`src/rtl/i2c_master_ctrl.sv`:
```
// Single-byte I2C master: START, address+R/W, one data byte (write or read), STOP, with a fixed 20 bit-period frame.
// Optional clock stretching on the high half of SCL is enabled by defining I2C_MASTER_STRETCH_EN.
module i2c_master_ctrl #(
    parameter int CLK_DIV = 4
) (
    input  logic       clk,
    input  logic       rst,
    input  logic       start,
    input  logic       rw,
    input  logic [6:0] addr,
    input  logic [7:0] wdata,
    input  logic       sda_in,
    input  logic       scl_in,
    output logic       scl_out,
    output logic       sda_enable,
    output logic       busy,
    output logic       done,
    output logic       ack_err,
    output logic [7:0] rdata
);

    typedef enum logic [3:0] {
        IDLE, START, ADDR, ADDR_ACK, WDATA, WDATA_ACK, RDATA, RNACK, STOP
    } state_t;

    state_t      state;
    logic [1:0]  quarter;
    logic [4:0]  bit_num;
    logic [7:0]  div_cnt;
    logic [7:0]  addr_byte;
    logic [7:0]  wdata_q;
    logic        hold;
    logic        tick;

`ifdef I2C_MASTER_STRETCH_EN
    assign hold = quarter[1] && scl_out && !scl_in;
`else
    logic unused_scl_in;
    assign unused_scl_in = scl_in;
    assign hold = 1'b0;
`endif

    assign tick = (div_cnt == 8'(CLK_DIV - 1)) && !hold;

    // bit_num counts bit periods across the whole frame: 0 START, 1-8 address, 9 ACK, 10-17 data, 18 ACK/NACK, 19 STOP
    function automatic state_t next_state(state_t s, logic [4:0] b, logic r, logic nack);
        state_t n;
        n = s;
        case (s)
            START:     n = ADDR;
            ADDR:      n = (b == 5'd8) ? ADDR_ACK : ADDR;
            ADDR_ACK:  n = nack ? STOP : (r ? RDATA : WDATA);
            WDATA:     n = (b == 5'd17) ? WDATA_ACK : WDATA;
            RDATA:     n = (b == 5'd17) ? RNACK : RDATA;
            WDATA_ACK: n = STOP;
            RNACK:     n = STOP;
            default:   n = s;
        endcase
        return n;
    endfunction

    // Returns {scl, sda_enable} for a given frame position
    function automatic logic [1:0] line_drive(state_t s, logic [1:0] q, logic [4:0] b,
                                              logic [7:0] ab, logic [7:0] wd);
        logic [1:0] d;
        case (s)
            IDLE:  d = 2'b10;
            START: d = {1'b1, q[1]};
            ADDR:  d = {q[1], !ab[3'(5'd8 - b)]};
            WDATA: d = {q[1], !wd[3'(5'd17 - b)]};
            STOP: begin
                // An address NACK parks the bus with SCL and SDA low until the final bit slot
                if (b != 5'd19) d = 2'b01;
                else if (q == 2'd0) d = 2'b01;
                else if (q == 2'd1) d = 2'b11;
                else d = 2'b10;
            end
            default: d = {q[1], 1'b0};
        endcase
        return d;
    endfunction

    always_ff @(posedge clk) begin
        if (rst) begin
            state      <= IDLE;
            quarter    <= 2'd0;
            bit_num    <= 5'd0;
            div_cnt    <= 8'd0;
            addr_byte  <= 8'd0;
            wdata_q    <= 8'd0;
            scl_out    <= 1'b1;
            sda_enable <= 1'b0;
            busy       <= 1'b0;
            done       <= 1'b0;
            ack_err    <= 1'b0;
            rdata      <= 8'd0;
        end else begin
            done <= 1'b0;
            if (state == IDLE) begin
                if (start && !done) begin
                    state      <= START;
                    quarter    <= 2'd0;
                    bit_num    <= 5'd0;
                    div_cnt    <= 8'd0;
                    addr_byte  <= {addr, rw};
                    wdata_q    <= wdata;
                    busy       <= 1'b1;
                    ack_err    <= 1'b0;
                    scl_out    <= 1'b1;
                    sda_enable <= 1'b0;
                end
            end else if (!tick) begin
                if (!hold) div_cnt <= div_cnt + 8'd1;
            end else begin
                div_cnt <= 8'd0;
                if (quarter == 2'd2) begin
                    case (state)
                        ADDR_ACK, WDATA_ACK: ack_err <= sda_in;
                        RDATA:               rdata   <= {rdata[6:0], sda_in};
                        default: ;
                    endcase
                end
                if (quarter != 2'd3) begin
                    quarter <= quarter + 2'd1;
                    {scl_out, sda_enable} <= line_drive(state, quarter + 2'd1, bit_num, addr_byte, wdata_q);
                end else if (bit_num == 5'd19) begin
                    state      <= IDLE;
                    quarter    <= 2'd0;
                    bit_num    <= 5'd0;
                    busy       <= 1'b0;
                    done       <= 1'b1;
                    scl_out    <= 1'b1;
                    sda_enable <= 1'b0;
                end else begin
                    quarter <= 2'd0;
                    bit_num <= bit_num + 5'd1;
                    state   <= next_state(state, bit_num, addr_byte[0], ack_err);
                    {scl_out, sda_enable} <= line_drive(next_state(state, bit_num, addr_byte[0], ack_err),
                                                        2'd0, bit_num + 5'd1, addr_byte, wdata_q);
                end
            end
        end
    end

endmodule

```
`config.mk`:
```
export PLATFORM = sky130hd
export DESIGN_NAME = i2c_master_ctrl
export DESIGN_NICKNAME = d
export VERILOG_FILES = /design/src/rtl/i2c_master_ctrl.sv
export SDC_FILE = /design/constraint.sdc
export NUM_CORES = 1
export LEC_CHECK = 0
export ABC_CLOCK_PERIOD_IN_PS = 4000
export CORE_MARGIN = 1.5
export CORE_UTILIZATION = 45
export CTS_BUF_LIST = sky130_fd_sc_hd__clkbuf_4 sky130_fd_sc_hd__clkbuf_8 sky130_fd_sc_hd__clkbuf_16
export DETAILED_ROUTE_END_ITERATION = 7
export PLACE_DENSITY = 0.67
export SETUP_SLACK_MARGIN = 0.15
export SLEW_MARGIN = 20
export SYNTH_ARGS = -nofsm -noshare
export SYNTH_HDL_FRONTEND = slang
export SYNTH_SLANG_ARGS = --single-unit
export TNS_END_PERCENT = 10
```
`constraint.sdc`:
```
create_clock -name clk -period 4 [get_ports clk]
set_input_delay 0.6 -clock clk [delete_from_list [all_inputs] [get_ports clk]]
set_output_delay 0.6 -clock clk [all_outputs]
set_load 0.1 [all_outputs]
```
==> run_results.csv <==
group,metric,value,unit
outcome,status,"finished clean",
floorplanning,dieArea,0.00630,sq mm
drt,ant_nets,0,
sta,hold_viol_final,0,
grt,track_usage,0.198,
final_layout,antenna_cells,0,
placed_design,portBuffers,32,
critical_path,cp_max_fo,11,
yosys,synth-edff-count,0,
drt,wl_per_cell,14.6,microns
power_and_ir_drop,leakagePower,1.18,nW
grt,grt_pass1_wl,9920,microns
sta,min_period_over_period,0.701,
yosys,yosysSeqAreaShare,0.366,
sta,worst_pin_slew,0.979,ns
power_and_ir_drop,ir_worst_vdd,0.178,mV
cts,ctsResizeCount,0,
yosys,synth_ff_type,"dfxtp_1",
power_and_ir_drop,power.total,1.01,mW
grt,grt_max_degree,25,
grt,antenna_found_initial,0,
cts,cts_sinks,48,
critical_path,crit_type,"reg -> reg",
power_and_ir_drop,internal_power,737,uW
floorplanning,pin_count,34,
cts,worstSkewPairLatency,0.31,ns
drt,drc,0,
grt,grt.overflow.total,0,
grt,first_global_vias,2064,
cts,cts_buffer_depth,2,
drt,initialDrtViolationCount,119,
sta,clock_skew,0.00637,ns
cts,cts_tree,"done",
final_layout,drive_above_1_share,0.0864,
yosys,synth_cells,304,
floorplanning,core,0.00557,sq mm
power_and_ir_drop,sw_frac_of_total,0.267,
yosys,yosysWarnings,0,
cts,cts_hold_buf,0,
placed_design,dp_cells,388,
sta,max_slew_margin,0.345,
final_layout,nets,353,
placed_design,dpl.hpwl,4140,microns
yosys,synth_area,0.00262,sq mm
worst_hold_path,hold_class,"reg -> reg",
critical_path,end_kind,"flip-flop",
cts,post_cts_buffers,0,
sta,maxSlewViolCount,0,
sta,tns,0,ns
drt,routed_wl,5800,microns
sta,min_period,2.81,ns
yosys,synthArstFlopShare,0,
floorplanning,die_w,79.4,microns
sta,rsz0062_at_grt,"no",
sta,setup_viol,0,
drt,num_vias,2270,
final_layout,area_growth_syn_to_layout,17.0,%
run,maxCapViolations,0,
critical_path,required,4.23,ns
power_and_ir_drop,seq_power_share,0.507,
yosys,ys_types,54,
cts,root_buffer,"clkbuf_8",
placed_design,globalplace.congestion,0.865,
final_layout,final_core_util,0.551,
critical_path,cp-start-kind,"flip-flop",
floorplanning,start_util,0.471,
drt,first_pass_iters,4,
yosys,ys_seq_elements,48,
power_and_ir_drop,powerDensity,327,mW/mm^2
cts,htree_levels,2,
cts,cts_buffers,5,
final_layout,fin_cells,396,
yosys,synth_nets,334,
floorplanning,rows,27,
power_and_ir_drop,p_clk_frac,0.366,
yosys,synth_area_per_cell,8.63,sq um
drt,drt-vias-per-instance,5.73,
power_and_ir_drop,p_switching,269,uW
sta,fmax,356,MHz
power_and_ir_drop,pwr-share-comb,0.127,
final_layout,fillers,518,
cts,clk_pin_slew,0.10,ns
critical_path,cp.arrival,3.03,ns
floorplanning,die_h,79.4,microns
-- sequential cells by signal, indices dropped and copies added (netlist names) --
name	cells
state	4
addr_byte	8
rdata	8
scl_out	1
busy	1
quarter	2
wdata_q	8
bit_num	5
ack_err	1
done	1
div_cnt	8
sda_enable	1
-- power groups by stage --
stage,Clock [mW],Sequential [mW],Combinational (mW)
2_1_floorplan,0,0.533,0.0728
3_3_place_gp,0,0.520,0.127
3_5_place_dp,0,0.521,0.128
4_1_cts,0.376,0.510,0.128
5_1_grt,0.396,0.512,0.141
6_report,0.368,0.510,0.128
-- critical path, cell delays in order, from the launching register on --
cell and delay [ns]:
dfxtp_1 0.57, inv_1 0.18, ha_1 0.54, mux4_2 0.54, mux2i_1 0.18, a21oi_1 0.07, or4_1 0.52, o32ai_1 0.12
-- metrics by stage --
| stage | hold slack (ns) | worst slack (ns) | cell area [sq um] |
|---|---|---|---|
| CTS | 0.475 | 1.18 | 3070 |
| floorplan | 0.443 | 1.42 | 2620 |
| detailed placement | 0.461 | 1.21 | 2960 |
| global placement | 0.457 | 1.22 | 2960 |
| global route | 0.498 | 1.02 | 3070 |
| finish | 0.471 | 1.19 | 3070 |
-- cell usage after synthesis (6+ instances only) --
| cell | instances | share of area |
|---|---|---|
| a21oi_1 | 29 | 0.055 |
| buf_2 | 8 | 0.015 |
| clkbuf_1 | 13 | 0.019 |
| dfxtp_1 | 48 | 0.37 |
| ha_1 | 9 | 0.043 |
| mux2i_1 | 11 | 0.042 |
| mux4_2 | 7 | 0.060 |
| nand2_1 | 44 | 0.063 |
| nand3_1 | 6 | 0.011 |
| nor2_1 | 24 | 0.034 |
| nor3_1 | 10 | 0.019 |
| o21ai_0 | 13 | 0.025 |
-- final cells by class --
cell class              instances  area, sq um  area share
clock inverters                 3         46.3      0.0151
clock buffers                   5         68.8      0.0224
repair buffers                 35          343       0.112
inverters                       4         15.0     0.00489
well taps                      72         90.1      0.0293
multi-input cells             229         1550       0.504
flip-flops and latches         48          961       0.313
-- placed cells by master (no fill, tap or decap), types with 5 or more instances in the layout --
cell type / netlist / final
mux4_2: 7 / 7
clkdlybuf4s50_1: 0 / 32
nor2_1: 24 / 24
o21ai_0: 13 / 13
clkbuf_8: 0 / 5
a21oi_1: 29 / 29
nand2_1: 44 / 44
dfxtp_1: 48 / 48
ha_1: 9 / 9
mux2i_1: 11 / 11
nand3_1: 6 / 6
nor3_1: 10 / 10
-- metal layers --
metal  up-vias  global-route usage  part of all wire
met3         8              0.0437             0.053
met2        61               0.313              0.47
met1      1069               0.268              0.46
met4         0              0.0632             0.014
li1       1132                   -                 -
met5         -                   0                 0
-- cells by family (layout without fill, tap and decap cells) --
group | Yosys count | in the layout | share of synthesized area
AOI/OAI and AO/OA | 72 | 72 | 0.169
xor gates and xnor gates | 5 | 5 | 0.0219
adders and majority gates | 9 | 9 | 0.0429
buffers and inverters | 27 | 47 | 0.0443
DFF | 48 | 48 | 0.366
muxes | 20 | 20 | 0.111
and+or+nand+nor | 123 | 123 | 0.245
-- worst paths after layout --
path / slack [ns] / startpoint / depth (start not counted) / to
setup / recovery: 1.19 / bit_num[0]$_SDFFE_PP0P_ / 7 / sda_enable$_SDFFE_PP0P_
hold / removal: 0.47 / wdata_q[3]$_SDFFE_PP0P_ / 2 / wdata_q[3]$_SDFFE_PP0P_
setup reg to reg: 1.19 / bit_num[0]$_SDFFE_PP0P_ / 7 / sda_enable$_SDFFE_PP0P_
hold reg to reg: 0.47 / wdata_q[3]$_SDFFE_PP0P_ / 2 / wdata_q[3]$_SDFFE_PP0P_
Power figures use the tool's default switching activity.
==> variant 1, RTL diff (same settings) <==
Add a define of `I2C_MASTER_STRETCH_EN`.
--- a/src/rtl/i2c_master_ctrl.sv
+++ b/src/rtl/i2c_master_ctrl.sv
@@ -1,5 +1,7 @@
 // Single-byte I2C master: START, address+R/W, one data byte (write or read), STOP, with a fixed 20 bit-period frame.
 // Optional clock stretching on the high half of SCL is enabled by defining I2C_MASTER_STRETCH_EN.
+`define I2C_MASTER_STRETCH_EN
+
 module i2c_master_ctrl #(
     parameter int CLK_DIV = 4
 ) (
Formal check against the unedited RTL: no difference found for any inputs over 10 cycles, from zero or initial values and one cycle with rst high; that may be too few to reach the edited logic, so the function may still have changed.
==> variant 1 against the original RTL <==
  * Non-clock buffer count grew 1
  * Setup slack got worse by 0.11 ns
  * Maximum frequency down 3.8%
  * Critical path type unchanged
  * Die area up 1.1%
  * Total power is 10% higher
  * Final cell count grew 1.3%
  * Largest cell class unchanged
  * Synthesized area up 1.2%
  * Count of clock-buffer cells in the layout is 1 higher
  * Clock power fell by 2%
  * Final area barely moved
  * Wire length down 1.2%
  * Sequential cell count stayed put
  * Highest routed layer unchanged
  * Clock skew increased by 0.0033 ns
  * Sequential share of layout area about the same
==> variant 1: results (changes against the original RTL) <==
[synth]
synth_mux_area_share_pct=12.02  ; was 11.06%
synth_fp_nets=333  ; was 334
syn_avg_cell_area_um2=8.763  ; was 8.631 um^2
synthXorXnorAreaFrac_pct=1.932  ; was 2.194%
synth_cell_types=50  ; was 54
synthAdderAreaFrac_pct=4.241  ; was 4.292%
ys_seq_area_share_pct=36.19  ; was 36.62%
ys_top_cells_by_count=dfxtp_1, nand2_1, a21oi_1  ; unchanged
synthTopCellsByArea=dfxtp_1, a21oi_1, nand2_1, mux4_2, mux2i_1  ; was dfxtp_1, nand2_1, mux4_2, a21oi_1, ha_1
synth-compound-area-share_pct=15.36  ; was 16.88%

[timing]
finClkSkew_ns=0.009639  ; was 0.006371 ns
worst_slew_pin_slew_ns=0.9819  ; was 0.9788 ns

[power]
powerClk_mw=0.360  ; was 0.368 mW
comb_power_share_pct=20.0  ; was 12.7%
p_int_mw=0.7805  ; was 0.7366 mW
vdd_ir_drop_max_mv=0.2261  ; was 0.1779 mV
power.leakage_nw=1.103  ; was 1.184 nW

[outcome]
status=completed  ; unchanged

[placed_design]
io_buffers=33  ; was 32
place_area_um2=2962  ; was 2955 um^2
dpl.hpwl_um=3983  ; was 4138 um
place_inst=393  ; was 388
pre_cts_ws_ns=0.8922  ; was 1.207 ns

[setup_path]
crit_arrival_ns=3.14  ; was 3.03 ns
cp_max_fo=13  ; was 11

[layout]
seq_share_pct=31.27  ; was 31.30%
final_net_count=358  ; was 353
final_layout_size_suffix_gt1_share_pct=8.511  ; was 8.642%
nonClkBufAreaFrac_pct=11.48  ; was 11.17%
final-clk-cell-share_pct=3.624  ; was 3.749%
inverters=5  ; was 4
nNonClkBuffers=36  ; was 35
fillCellCount=543  ; was 518
multi_input_area_share_pct=50.08  ; was 50.37%

[detailed_routing]
met2_length_um=2450  ; was 2716 um
via_count=2259  ; was 2,270
wl_per_cell_um=14.28  ; was 14.64 um
drtIter0Drc=166  ; was 119

[global_routing]
grtUsageMet1_pct=28.61  ; was 26.84%
use_met3_pct=4.914  ; was 4.368%

## variant 1: cell count changes after synthesis, sizes merged, moves of 3 or more
cell / change
nand4b: +6
or3b: -4
o22ai: -4
clkbuf: -3
a21oi: +9
nor2: +6
nand3: +3
o21ai: +4
nor3b: -3
## variant 1: path summary, 6_finish.rpt
| check | start | end | slack, ns | cells past startpoint |
|---|---|---|---|---|
| max | bit_num[0] | sda_enable | 1.08 | 7 |
| min | wdata_q[5] | wdata_q[5] | 0.47 | 2 |
| max reg2reg | bit_num[0] | sda_enable | 1.08 | 7 |
| min reg2reg | wdata_q[5] | wdata_q[5] | 0.47 | 2 |
## variant 1: cells by family (layout without fill, tap and decap cells)
family / after synthesis / count (layout)
simple gates: 126 / 126
compound gates: 71 / 71
flops: 48 / 48
buf+inv: 23 / 49
mux: 21 / 21
fa+ha+maj: 9 / 9
xor+xnor: 5 / 5
==> variant 2, RTL diff (config.mk and constraints unchanged) <==
Made on the original files. Put one more register stage on the output `ack_err`. The value now appears one clock later. The other outputs are not delayed to match.
--- a/src/rtl/i2c_master_ctrl.sv
+++ b/src/rtl/i2c_master_ctrl.sv
@@ -22,6 +22,8 @@
     typedef enum logic [3:0] {
         IDLE, START, ADDR, ADDR_ACK, WDATA, WDATA_ACK, RDATA, RNACK, STOP
     } state_t;
+
+    logic ack_err_s0;
 
     state_t      state;
     logic [1:0]  quarter;
@@ -92,7 +94,7 @@
             sda_enable <= 1'b0;
             busy       <= 1'b0;
             done       <= 1'b0;
-            ack_err    <= 1'b0;
+            ack_err_s0 <= 1'b0;
             rdata      <= 8'd0;
         end else begin
             done <= 1'b0;
@@ -105,7 +107,7 @@
                     addr_byte  <= {addr, rw};
                     wdata_q    <= wdata;
                     busy       <= 1'b1;
-                    ack_err    <= 1'b0;
+                    ack_err_s0 <= 1'b0;
                     scl_out    <= 1'b1;
                     sda_enable <= 1'b0;
                 end
@@ -115,7 +117,7 @@
                 div_cnt <= 8'd0;
                 if (quarter == 2'd2) begin
                     case (state)
-                        ADDR_ACK, WDATA_ACK: ack_err <= sda_in;
+                        ADDR_ACK, WDATA_ACK: ack_err_s0 <= sda_in;
                         RDATA:               rdata   <= {rdata[6:0], sda_in};
                         default: ;
                     endcase
@@ -134,13 +136,17 @@
                 end else begin
                     quarter <= 2'd0;
                     bit_num <= bit_num + 5'd1;
-                    state   <= next_state(state, bit_num, addr_byte[0], ack_err);
-                    {scl_out, sda_enable} <= line_drive(next_state(state, bit_num, addr_byte[0], ack_err),
+                    state   <= next_state(state, bit_num, addr_byte[0], ack_err_s0);
+                    {scl_out, sda_enable} <= line_drive(next_state(state, bit_num, addr_byte[0], ack_err_s0),
                                                         2'd0, bit_num + 5'd1, addr_byte, wdata_q);
                 end
             end
         end
     end
 
+    always_ff @(posedge clk) begin
+        ack_err <= ack_err_s0;
+    end
+
 endmodule
 
Behaviour: no difference found for any inputs over 10 cycles, from zero or initial values and one cycle with rst high; that may be too few to reach the edited logic, so the function may still have changed.
==> variant 2 against the original RTL <==
  * Wire length fell by 2.0%
  * Setup slack better by 0.11 ns
  * Core utilization decreased by 0.090 points
  * Final area is 0.16% lower
  * Total power down 3.9%
  * Synthesized area down 0.24%
  * Sequential cell count up 1
  * Clock skew about the same
  * Largest power group unchanged
  * Highest routed layer unchanged
==> variant 2: results (changes against the original RTL) <==
[outcome]
status=completed  ; unchanged

[placed_design]
place.gp.congestion=0.8377  ; was 0.8651
place_inst=398  ; was 388
pre_cts_ws_ns=1.340  ; was 1.207 ns
dpl.hpwl_um=4031  ; was 4138 um

[power]
vdd_ir_drop_max_mv=0.1928  ; was 0.1779 mV
p_int_mw=0.6878  ; was 0.7366 mW
comb_power_share_pct=13.4  ; was 12.7%
power.leakage_nw=1.095  ; was 1.184 nW
p_seq_mw=0.518  ; was 0.510 mW

[detailed_routing]
routed_via_density=5.525  ; was 5.732
routed_wl_um=5682  ; was 5798 um
drtIter0Drc=111  ; was 119

[global_routing]
use_met3_pct=3.333  ; was 4.368%
grt_max_degree=43  ; was 25
globalRouteTotalUtil_pct=19.74  ; was 19.80%
grt_pass1_wl_um=9832  ; was 9915 um
grtUsageMet1_pct=27.97  ; was 26.84%
grtUsageMet2_pct=30.60  ; was 31.28%
grt_pass1_vias=2074  ; was 2,064

[synth]
ys_seq_area_share_pct=37.48  ; was 36.62%
synthTopCellsByArea=dfxtp_1, a21oi_1, mux4_2, nand2_1, ha_1  ; was dfxtp_1, nand2_1, mux4_2, a21oi_1, ha_1
synth-compound-area-share_pct=15.11  ; was 16.88%
ys_top_cells_by_count=dfxtp_1, nand2_1, a21oi_1  ; unchanged
synthXorXnorAreaFrac_pct=1.673  ; was 2.194%
synth_cell_types=49  ; was 54
synth_mux_area_share_pct=11.57  ; was 11.06%
syn_avg_cell_area_um2=8.471  ; was 8.631 um^2

[layout]
final_layout_size_suffix_gt1_share_pct=8.383  ; was 8.642%
final_net_count=363  ; was 353
fillCellCount=541  ; was 518

[setup_path]
slowest_stage=dfxtp_1  ; unchanged
cpPeakStageDelay_ns=0.60  ; was 0.57 ns

[timing]
finalCritPeriodShare_pct=67.35  ; was 70.13%
whs_ns=0.4421  ; was 0.4710 ns
finClkSkew_ns=0.006681  ; was 0.006371 ns

[min_path]
min-delay-start=ack_err_s0  ; was wdata_q[3]
hold_path_depth=0  ; was 2
hold_end=ack_err  ; was wdata_q[3]

-- variant 2: cell types whose count changed after synthesis, sizes merged, moves of 4 or more --
cell / unedited run / this run
buf: 9 / 1
a21oi: 30 / 37
nand2b: 2 / 7
o21ai: 13 / 17
or3b: 4 / 0
-- variant 2: routing by layer --
metal | vias to the layer above | routed length (um)
li1 | 1151 | -
met1 | 1050 | 2849
met2 | 40 | 2605
met3 | 2 | 198
met4 | 0 | 28
met5 | - | 0
-- variant 2: layout make-up --
cell class | instances | area, um^2 | share of cell area, %
Clock inverter | 3 | 28.78 | 0.9388
Inverter | 7 | 26.28 | 0.8571
Tap cell | 72 | 90.09 | 2.939
Multi-Input combinational cell | 237 | 1543 | 50.33
Clock buffer | 5 | 68.82 | 2.245
Timing Repair Buffer | 33 | 327.8 | 10.69
Sequential cell | 49 | 980.9 | 32.00
